## src/rtl/cordic_sqrt_pkg.sv

```systemverilog
// Shared constants, width helpers and stage layout for the cordic_0
// pipelined integer square-root engine.
package cordic_sqrt_pkg;

  localparam int DATA_W_DEF = 16;

  // One result bit is resolved per stage.
  function automatic int STAGES(input int data_w);
    return data_w / 2;
  endfunction

  // The partial remainder never exceeds 2*root, so two bits above the root
  // width hold it together with the pair of radicand bits shifted in.
  function automatic int rem_w(input int data_w);
    return data_w / 2 + 2;
  endfunction

  // Per-stage state at the default width. The RTL carries the same fields
  // as separate vectors sized by DATA_W so that other widths also build.
  typedef struct packed {
    logic                       vld;
    logic [DATA_W_DEF/2-1:0]    root;
    logic [DATA_W_DEF/2+1:0]    rem;
    logic [DATA_W_DEF-1:0]      rad;
  } stage_t;

endpackage

```

## src/rtl/cordic_sqrt_stage.sv

```systemverilog
// One restoring shift-subtract square-root step followed by its pipeline
// register. Data registers load only when the incoming valid is set; the
// valid bit always shifts.
module cordic_sqrt_stage
  import cordic_sqrt_pkg::*;
#(
  parameter  int DATA_W = DATA_W_DEF,
  localparam int RT     = STAGES(DATA_W),
  localparam int RW     = rem_w(DATA_W)
) (
  input  logic          aclk,
  input  logic          aresetn,
  input  logic          vld_i,
  input  logic [1:0]    bits_i,
  input  logic [RT-1:0] root_i,
  input  logic [RW-1:0] rem_i,
  output logic          vld_o,
  output logic [RT-1:0] root_o,
  output logic [RW-1:0] rem_o
);

  logic [RW+1:0] sh;
  logic [RW-1:0] sub;
  logic [RW-1:0] diff;
  logic          ge;
  logic [RT-1:0] root_d;
  logic [RW-1:0] rem_d;
  logic          vld_q;
  logic [RT-1:0] root_q;
  logic [RW-1:0] rem_q;

  // Trial value: (rem<<2 | next pair) - (root<<2 | 1). The compare uses the
  // full shifted width; the subtraction only needs RW bits because a
  // non-negative trial is always below 2^RW.
  assign sh   = {rem_i, bits_i};
  assign sub  = {root_i, 2'b01};
  assign ge   = (sh >= {2'b00, sub});
  assign diff = sh[RW-1:0] - sub;

  // Next partial root and restoring remainder.
  always_comb begin
    root_d = {root_i[RT-2:0], ge};
    rem_d  = ge ? diff : sh[RW-1:0];
  end

  // Stage register: valid always advances, data only with a valid sample.
  always_ff @(posedge aclk or negedge aresetn) begin
    if (!aresetn) begin
      vld_q  <= 1'b0;
      root_q <= '0;
      rem_q  <= '0;
    end else begin
      vld_q <= vld_i;
      if (vld_i) begin
        root_q <= root_d;
        rem_q  <= rem_d;
      end
    end
  end

  assign vld_o  = vld_q;
  assign root_o = root_q;
  assign rem_o  = rem_q;

endmodule

```

## src/rtl/cordic_0.sv

```systemverilog
// cordic_0: fully pipelined unsigned integer square root, one sample per
// clock, fixed latency, valid-only streaming interfaces.
// Default build: floor(sqrt(X)) with latency DATA_W/2.
// Define CORDIC_SQRT_ROUND_EN for round-to-nearest output; this adds one
// register stage (latency DATA_W/2+1).
module cordic_0
  import cordic_sqrt_pkg::*;
#(
  parameter  int DATA_W = DATA_W_DEF,
  localparam int ROOT_W = DATA_W / 2 + 1
) (
  input  logic              aclk,
  input  logic              aresetn,
  input  logic              s_axis_cartesian_tvalid,
  input  logic [DATA_W-1:0] s_axis_cartesian_tdata,
  output logic              m_axis_dout_tvalid,
  output logic [DATA_W-1:0] m_axis_dout_tdata
);

  localparam int N  = STAGES(DATA_W);
  localparam int RW = rem_w(DATA_W);

  // Index i is the input to stage i; index N is the last stage's output.
  logic [N:0]             vld_pipe;
  logic [N:0][N-1:0]      root_pipe;
  logic [N:0][RW-1:0]     rem_pipe;
  logic [N-1:0][1:0]      bits;

  logic                   out_vld_q;
  logic [ROOT_W-1:0]      out_q;

  assign vld_pipe[0]  = s_axis_cartesian_tvalid;
  assign root_pipe[0] = '0;
  assign rem_pipe[0]  = '0;
  assign bits[0]      = s_axis_cartesian_tdata[DATA_W-1 -: 2];

  // Unconsumed radicand bits travel beside the stages, shrinking by one
  // pair per stage so nothing already consumed is kept.
  for (genvar i = 1; i < N; i++) begin : rad_g
    logic [DATA_W-2*i-1:0] rad_q;
    logic [DATA_W-2*i-1:0] rad_d;

    if (i == 1) begin : g_src
      assign rad_d = s_axis_cartesian_tdata[DATA_W-3:0];
    end else begin : g_src
      assign rad_d = rad_g[i-1].rad_q[DATA_W-2*i-1:0];
    end

    // Loads together with stage i-1, which consumes the pair above these bits.
    always_ff @(posedge aclk or negedge aresetn) begin
      if (!aresetn)          rad_q <= '0;
      else if (vld_pipe[i-1]) rad_q <= rad_d;
    end

    assign bits[i] = rad_q[DATA_W-2*i-1 -: 2];
  end

  for (genvar i = 0; i < N; i++) begin : stg_g
    cordic_sqrt_stage #(
      .DATA_W (DATA_W)
    ) u_stage (
      .aclk    (aclk),
      .aresetn (aresetn),
      .vld_i   (vld_pipe[i]),
      .bits_i  (bits[i]),
      .root_i  (root_pipe[i]),
      .rem_i   (rem_pipe[i]),
      .vld_o   (vld_pipe[i+1]),
      .root_o  (root_pipe[i+1]),
      .rem_o   (rem_pipe[i+1])
    );
  end

`ifdef CORDIC_SQRT_ROUND_EN
  logic              rnd_vld_q;
  logic [ROOT_W-1:0] rnd_q;
  logic [ROOT_W-1:0] rnd_d;
  logic              rnd_up;

  // remainder > root is the same as X >= root^2+root+1: round up.
  assign rnd_up = (rem_pipe[N] > {2'b00, root_pipe[N]});
  assign rnd_d  = {1'b0, root_pipe[N]} + {{(ROOT_W-1){1'b0}}, rnd_up};

  // Rounding register; the extra bit holds the 2^(DATA_W/2) case.
  always_ff @(posedge aclk or negedge aresetn) begin
    if (!aresetn) begin
      rnd_vld_q <= 1'b0;
      rnd_q     <= '0;
    end else begin
      rnd_vld_q <= vld_pipe[N];
      if (vld_pipe[N]) rnd_q <= rnd_d;
    end
  end

  // Output register; data holds its last value between valid pulses.
  always_ff @(posedge aclk or negedge aresetn) begin
    if (!aresetn) begin
      out_vld_q <= 1'b0;
      out_q     <= '0;
    end else begin
      out_vld_q <= rnd_vld_q;
      if (rnd_vld_q) out_q <= rnd_q;
    end
  end
`else
  // Output register; data holds its last value between valid pulses.
  always_ff @(posedge aclk or negedge aresetn) begin
    if (!aresetn) begin
      out_vld_q <= 1'b0;
      out_q     <= '0;
    end else begin
      out_vld_q <= vld_pipe[N];
      if (vld_pipe[N]) out_q <= {1'b0, root_pipe[N]};
    end
  end
`endif

  assign m_axis_dout_tvalid = out_vld_q;
  assign m_axis_dout_tdata  = {{(DATA_W-ROOT_W){1'b0}}, out_q};

endmodule

```

## config.mk

```make
export PLATFORM = sky130hd
export DESIGN_NAME = cordic_0
export DESIGN_NICKNAME = d
export VERILOG_FILES = /design/src/rtl/cordic_sqrt_pkg.sv /design/src/rtl/cordic_sqrt_stage.sv /design/src/rtl/cordic_0.sv
export SDC_FILE = /design/constraint.sdc
export NUM_CORES = 1
export LEC_CHECK = 0
export CAP_MARGIN = 20
export CORE_AREA = 4 4 152 154
export DETAILED_ROUTE_END_ITERATION = 12
export DIE_AREA = 0 0 156 158
export PLACE_DENSITY_LB_ADDON = 0.3
export REMOVE_ABC_BUFFERS = 1
export SYNTH_ARGS = -nofsm -noshare
export SYNTH_HDL_FRONTEND = slang
export SYNTH_HIERARCHICAL = 1
export SYNTH_SLANG_ARGS = --single-unit
```

## constraint.sdc

```tcl
create_clock -name aclk -period 3.2 [get_ports aclk]
set_clock_uncertainty 0.1 [all_clocks]
set_input_delay 0.32 -clock aclk [delete_from_list [all_inputs] [get_ports aclk]]
set_output_delay 0.32 -clock aclk [all_outputs]
set_load 0.03 [all_outputs]
```

Word-level counts from Yosys, hierarchy flattened
Cells that the tools add are included.
{ "classes": {"n_addsub": 7, "n_mul": 0, "n_div": 0, "n_lt_le_gt_ge": 8, "n_eq_ne": 0, "shifts": 0, "muxes": 7, "bitwise": 0, "n_reduce_logical": 0} }
{ "op_table": {"columns": ["operator", "count"], "rows": [
  ["10-bit 2-to-1 mux", 7],
  ["12-bit by 3-bit >= comparator with 1-bit output", 1],
  ["12-bit by 4-bit >= comparator with 1-bit output", 1],
  ["12-bit by 5-bit >= comparator with 1-bit output", 1],
  ["12-bit by 6-bit >= comparator with 1-bit output", 1],
  ["12-bit by 7-bit >= comparator with 1-bit output", 1],
  ["12-bit by 8-bit >= comparator with 1-bit output", 1],
  ["12-bit by 9-bit >= comparator with 1-bit output", 1],
  ["10-bit by 3-bit subtractor with 10-bit output", 1],
  ["10-bit by 4-bit subtractor with 10-bit output", 1],
  ["10-bit by 5-bit subtractor with 10-bit output", 1],
  ["10-bit by 6-bit subtractor with 10-bit output", 1],
  ["10-bit by 7-bit subtractor with 10-bit output", 1],
  ["10-bit by 8-bit subtractor with 10-bit output", 1],
  ["2-bit by 1-bit subtractor with 3-bit output (second input constant)", 1],
  ["2-bit by 1-bit >= comparator with 1-bit output (second input constant)", 1]
]} }
{ "totals": {"ff_bits": 179, "latchBits": 0, "ramBits": 0, "mem_bits_ro": 0, "input_bits": 19, "output_inout_bits": 17, "word_cells": 54, "n_memories": 0} }

Depth between registers and ports, before layout
{ "depth": {"word_depth": 2, "mapped_depth": 9, "ltp_nobuf": 8} }

Cells and area by module
Netlist, hierarchy kept.
{ "by_module_without_submodules": {"columns": ["mod", "instances", "cells_per_inst", "area_per_inst_um2", "seq_area_each_um2"], "rows": [
  ["cordic_sqrt_stage at stg_g[0].u_stage ...", 7, 139, 1310.0, 475.5],
  ["cordic_0", 1, 144, 2449.8, 1626.6],
  ["cordic_sqrt_stage at stg_g[4].u_stage", 1, 133, 1258.7, 475.5]
]} }

Worst setup path after synthesis
Ideal clock, no wire load.
{ "synth_path": {"path_kind": "reg-to-reg", "from": "reg stg_g[3].u_stage.root_q[3]", "to": "reg stg_g[4].u_stage.rem_q[0]", "setup_time_ns": 0.125, "arrival_time_ns": 1.970, "setup_slack_ns": 1.005, "path_stages_with_launch": 10, "path_buffers": 1, "period_less_slack_ns": 2.195, "path_cell_list": "dfrtp_1 > inv_1 > ha_1 > a211oi_2 > nor2_1 > a211o_1 > a31oi_4 > buf_6 > xnor2_1 > mux2_2"} }
{ "synth_between": {"elab_chain_len": 2} }
{ "synth_lines": {"columns": ["item", "line_no", "source"], "rows": [
  ["start, declared", "cordic_sqrt_stage.sv:29", "logic [RT-1:0] root_q;"],
  ["start signal, assigned", "cordic_sqrt_stage.sv:55", "root_q <= root_d;"],
  ["12-bit by 6-bit >= comparator with 1-bit output", "cordic_sqrt_stage.sv:37", "assign ge = (sh >= {2'b00, sub});"],
  ["10-bit 2-to-1 mux", "cordic_sqrt_stage.sv:43", "rem_d = ge ? diff : sh[RW-1:0];"],
  ["end signal, assigned", "cordic_sqrt_stage.sv:56", "rem_q <= rem_d;"],
  ["end, declared", "cordic_sqrt_stage.sv:30", "logic [RW-1:0] rem_q;"]
]} }
No other way between the ends.
A chain may end at the register's enable or synchronous reset.

Worst setup path after layout
{ "layout_path": {"from": "reg stg_g[3].u_stage.root_q[1]", "to": "reg stg_g[4].u_stage.rem_q[7]"} }
{ "layout_between": {"elab_chain_len": 2, "word_cells_on_any_way": 3, "classes_between": "add/sub: 1; order compare: 1; mux: 1"} }
{ "layout_lines": {"columns": ["item", "line_no"], "rows": [
  ["10-bit by 6-bit subtractor with 10-bit output / 12-bit by 6-bit >= comparator with 1-bit output (equally long branches)", "cordic_sqrt_stage.sv:38, cordic_sqrt_stage.sv:37"],
  ["10-bit 2-to-1 mux *", "cordic_sqrt_stage.sv:43"]
]} }
Mark *: on every way between the ends. The rest lies on a longest branch, timed or not.

==> summary.txt <==
Floorplan
  • I/O Pins: 36
  • Initial core utilization: 56.1%
  • Die area: 0.0246 mm2
  • Die X: 156 um
  • Die height: 158 um
  • Row cnt: 54
  • Core footprint: 0.0217 mm2

Placement
  • GPL Wtd Cong: 0.874
  • Total placed cells including tap cells: 1475
  • Area after DPL: 0.0127 mm2
  • DP HPWL: 17.9 mm
  • IO Port Bufs: 27

Yosys
  • Avg Cell Area, Syn: 10.4 um2
  • Cells after Synth: 1166
  • Yosys warnings: 6
  • Mapped cell area: 0.0122 mm2

Critical path
  • Buf/Inv on CP: 1
  • Max stage delay on crit path: 0.39 ns
  • CP Launch Type: flip-flop
  • Cell family with most CP delay: compound AO/OA/AOI/OAI gates
  • CP Capture Type: flip-flop
  • R2R cell count: 8
  • Worst-path fanout max: 4
  • CP Class: flip-flop to flip-flop
  • CP arrival: 2.79 ns
  • CP max-delay cell: or3b_1
  • Critical Path, Cell by Cell: inv_1 -> ha_1 -> o21ai_0 -> a221oi_1 -> o21a_1 -> o21ai_0 -> or3b_1 -> a31oi_1
  • CP dominant cell by count: o21ai_0
  • Flop2flop setup slack: 0.74 ns
  • CP required: 3.53 ns
  • R2r endpoint: stg_g[4].u_stage/rem_o[7]$_DFFE_PN0P_
  • Worst r2r src: stg_g[3].u_stage/root_o[1]$_DFFE_PN0P_

Drt
  • 1st-pass router iterations: 5
  • Starting DRC count in detailed routing: 382
  • Detailed-route via count: 8742
  • WL/cell: 16.3 um
  • Final wirelength: 24.7 mm
  • DRC: 0
  • Final antenna-violating net count: 0
  • Vias/cell: 5.77

Final layout
  • Nets: 1320
  • Final instance area: 0.0135 mm2
  • Final core utilization: 62.4%
  • Share of layout cells above drive strength 1: 15.4%
  • Synthesis-to-layout area growth: 11.3%
  • ANT cells: 0
  • Non-Filler Instances: 1516

GRT
  • Vias in the first global route: 8728
  • First-pass GRT wire length: 41.8 mm
  • Antenna violations before repair: 0
  • All-Layer GR Usage: 20.4%
  • Grt ovf: 0
  • Largest net degree at the start of global routing: 89

Pwr
  • Leak pwr: 0.00591 uW
  • Max VDD drop: 0.516 mV
  • Power per cell area: 967 mW/mm2

Timing
  • Tcrit/Tclk final: 76.9%
  • Final setup fails: 0
  • Fin. Hold Viols: 0
  • Final Max Tran Viols: 0
  • RSZ-0062 raised after global routing: false
  • Rel. slew slack: 33.6%
  • Setup_tns: 0 ns
  • Slew @ Worst Pin: 0.997 ns
  • Fin crit period: 2.46 ns
  • Max Clk Rate: 0.407 GHz

Clocking
  • Clock insertion delay at the later pin of the skew report: 0.51 ns
  • Clock Sinks: 207
  • Clock Path Buffers: 3
  • Depth of the CTS H-tree: 1
  • CTS Buf Count: 23
  • Root Buffer: clkbuf_16
  • Worst-path clk slew: 0.06 ns
  • CTS tree: built

Status
  • Status: finished clean

Worst hold path
  • Hold Path Class: primary input to asynchronous set/reset pin

Job
  • Maxcap violations: 0
-- metrics by stage --
stage / power, uW / worst slack (ns) / hold slack, ns
2_1_floorplan: 8840 / 0.961 / -0.0756
3_3_place_gp: 10200 / 0.777 / 0.275
3_5_place_dp: 10300 / 0.716 / 0.274
4_1_cts: 13100 / 0.746 / 0.301
5_1_grt: 14100 / 0.423 / 0.306
6_report: 13100 / 0.741 / 0.316
-- layout by cell type, fill, tap and decap left out, drive strengths merged, types with 3 or more instances in the layout --
master / instances
a2111oi: 8
a211oi: 22
a21o: 7
a21oi: 42
a221oi: 8
a31o: 12
a31oi: 35
a41oi: 18
and2b: 7
and3: 6
and3b: 6
and4b: 6
buf: 9
bufinv: 3
clkbuf: 32
clkdlybuf4s50: 25
conb: 41
dfrtp: 207
ha: 80
inv: 92
mux2: 122
mux2i: 4
nand2: 31
nand2b: 15
nand3: 49
nand4: 9
nor2: 75
nor2b: 46
nor3: 16
nor4: 6
o211ai: 6
o21a: 8
o21ai: 106
o31a: 6
o31ai: 7
or2b: 6
or3: 8
xnor2: 17
xor2: 24
-- how the worst max path moves through the flow --
stage	from	end	slack [ns]	depth (start not counted)
floorplan	stg_g[3].u_stage/root_o[3]$_DFFE_PN0P_	stg_g[4].u_stage/rem_o[1]$_DFFE_PN0P_	0.96	8
global placement	s_axis_cartesian_tdata[14]	stg_g[0].u_stage/rem_o[0]$_DFFE_PN0P_	0.78	8
detailed placement	s_axis_cartesian_tdata[14]	stg_g[0].u_stage/rem_o[7]$_DFFE_PN0P_	0.72	8
CTS	stg_g[3].u_stage/root_o[3]$_DFFE_PN0P_	stg_g[4].u_stage/rem_o[1]$_DFFE_PN0P_	0.75	8
global route	stg_g[3].u_stage/root_o[1]$_DFFE_PN0P_	stg_g[4].u_stage/rem_o[9]$_DFFE_PN0P_	0.42	8
finish	stg_g[3].u_stage/root_o[1]$_DFFE_PN0P_	stg_g[4].u_stage/rem_o[7]$_DFFE_PN0P_	0.74	8
-- state kept, by name, indices dropped and copies added, names as in the netlist --
signal	cells
m_axis_dout_tvalid	1
out_q	8
rad_g.rad_q	56
stg_g.u_stage/rem_o	70
stg_g.u_stage/root_o	64
stg_g.u_stage/vld_o	8
-- per-layer routing --
layer	global-route usage, %	share of wire (%)	vias up
li1	-	-	4298
met1	26.5	45	4232
met2	35.5	49	163
met3	2.68	3.6	49
met4	6.38	2.7	0
met5	0	0	-
-- power by group --
| part | internal (uW) | switching, uW | leakage, uW | total [uW] |
|---|---|---|---|---|
| Combinational | 2690 | 3490 | 0.00313 | 6180 |
| Sequential | 3470 | 740 | 0.00240 | 4210 |
| Clock | 1680 | 1020 | 0.000379 | 2700 |
-- area by class of cell --
| type | instances | area (um2) |
|---|---|---|
| Fill cell | 1779 | 8150 |
| Tap cell | 280 | 350 |
| Timing Repair Buffer | 35 | 358 |
| Clock inverter | 8 | 124 |
| Inverter | 91 | 342 |
| Sequential cell | 207 | 5180 |
| Clock buffer | 32 | 659 |
| Multi-Input combinational cell | 863 | 6530 |
-- timing repair --
action                                 4_1_cts  5_1_grt
hold buffers                                 1        0
endpoints found under the hold margin       86        0
setup buffers                                0        0
resized for setup                            0        0
Power figures use the tool's default switching activity.
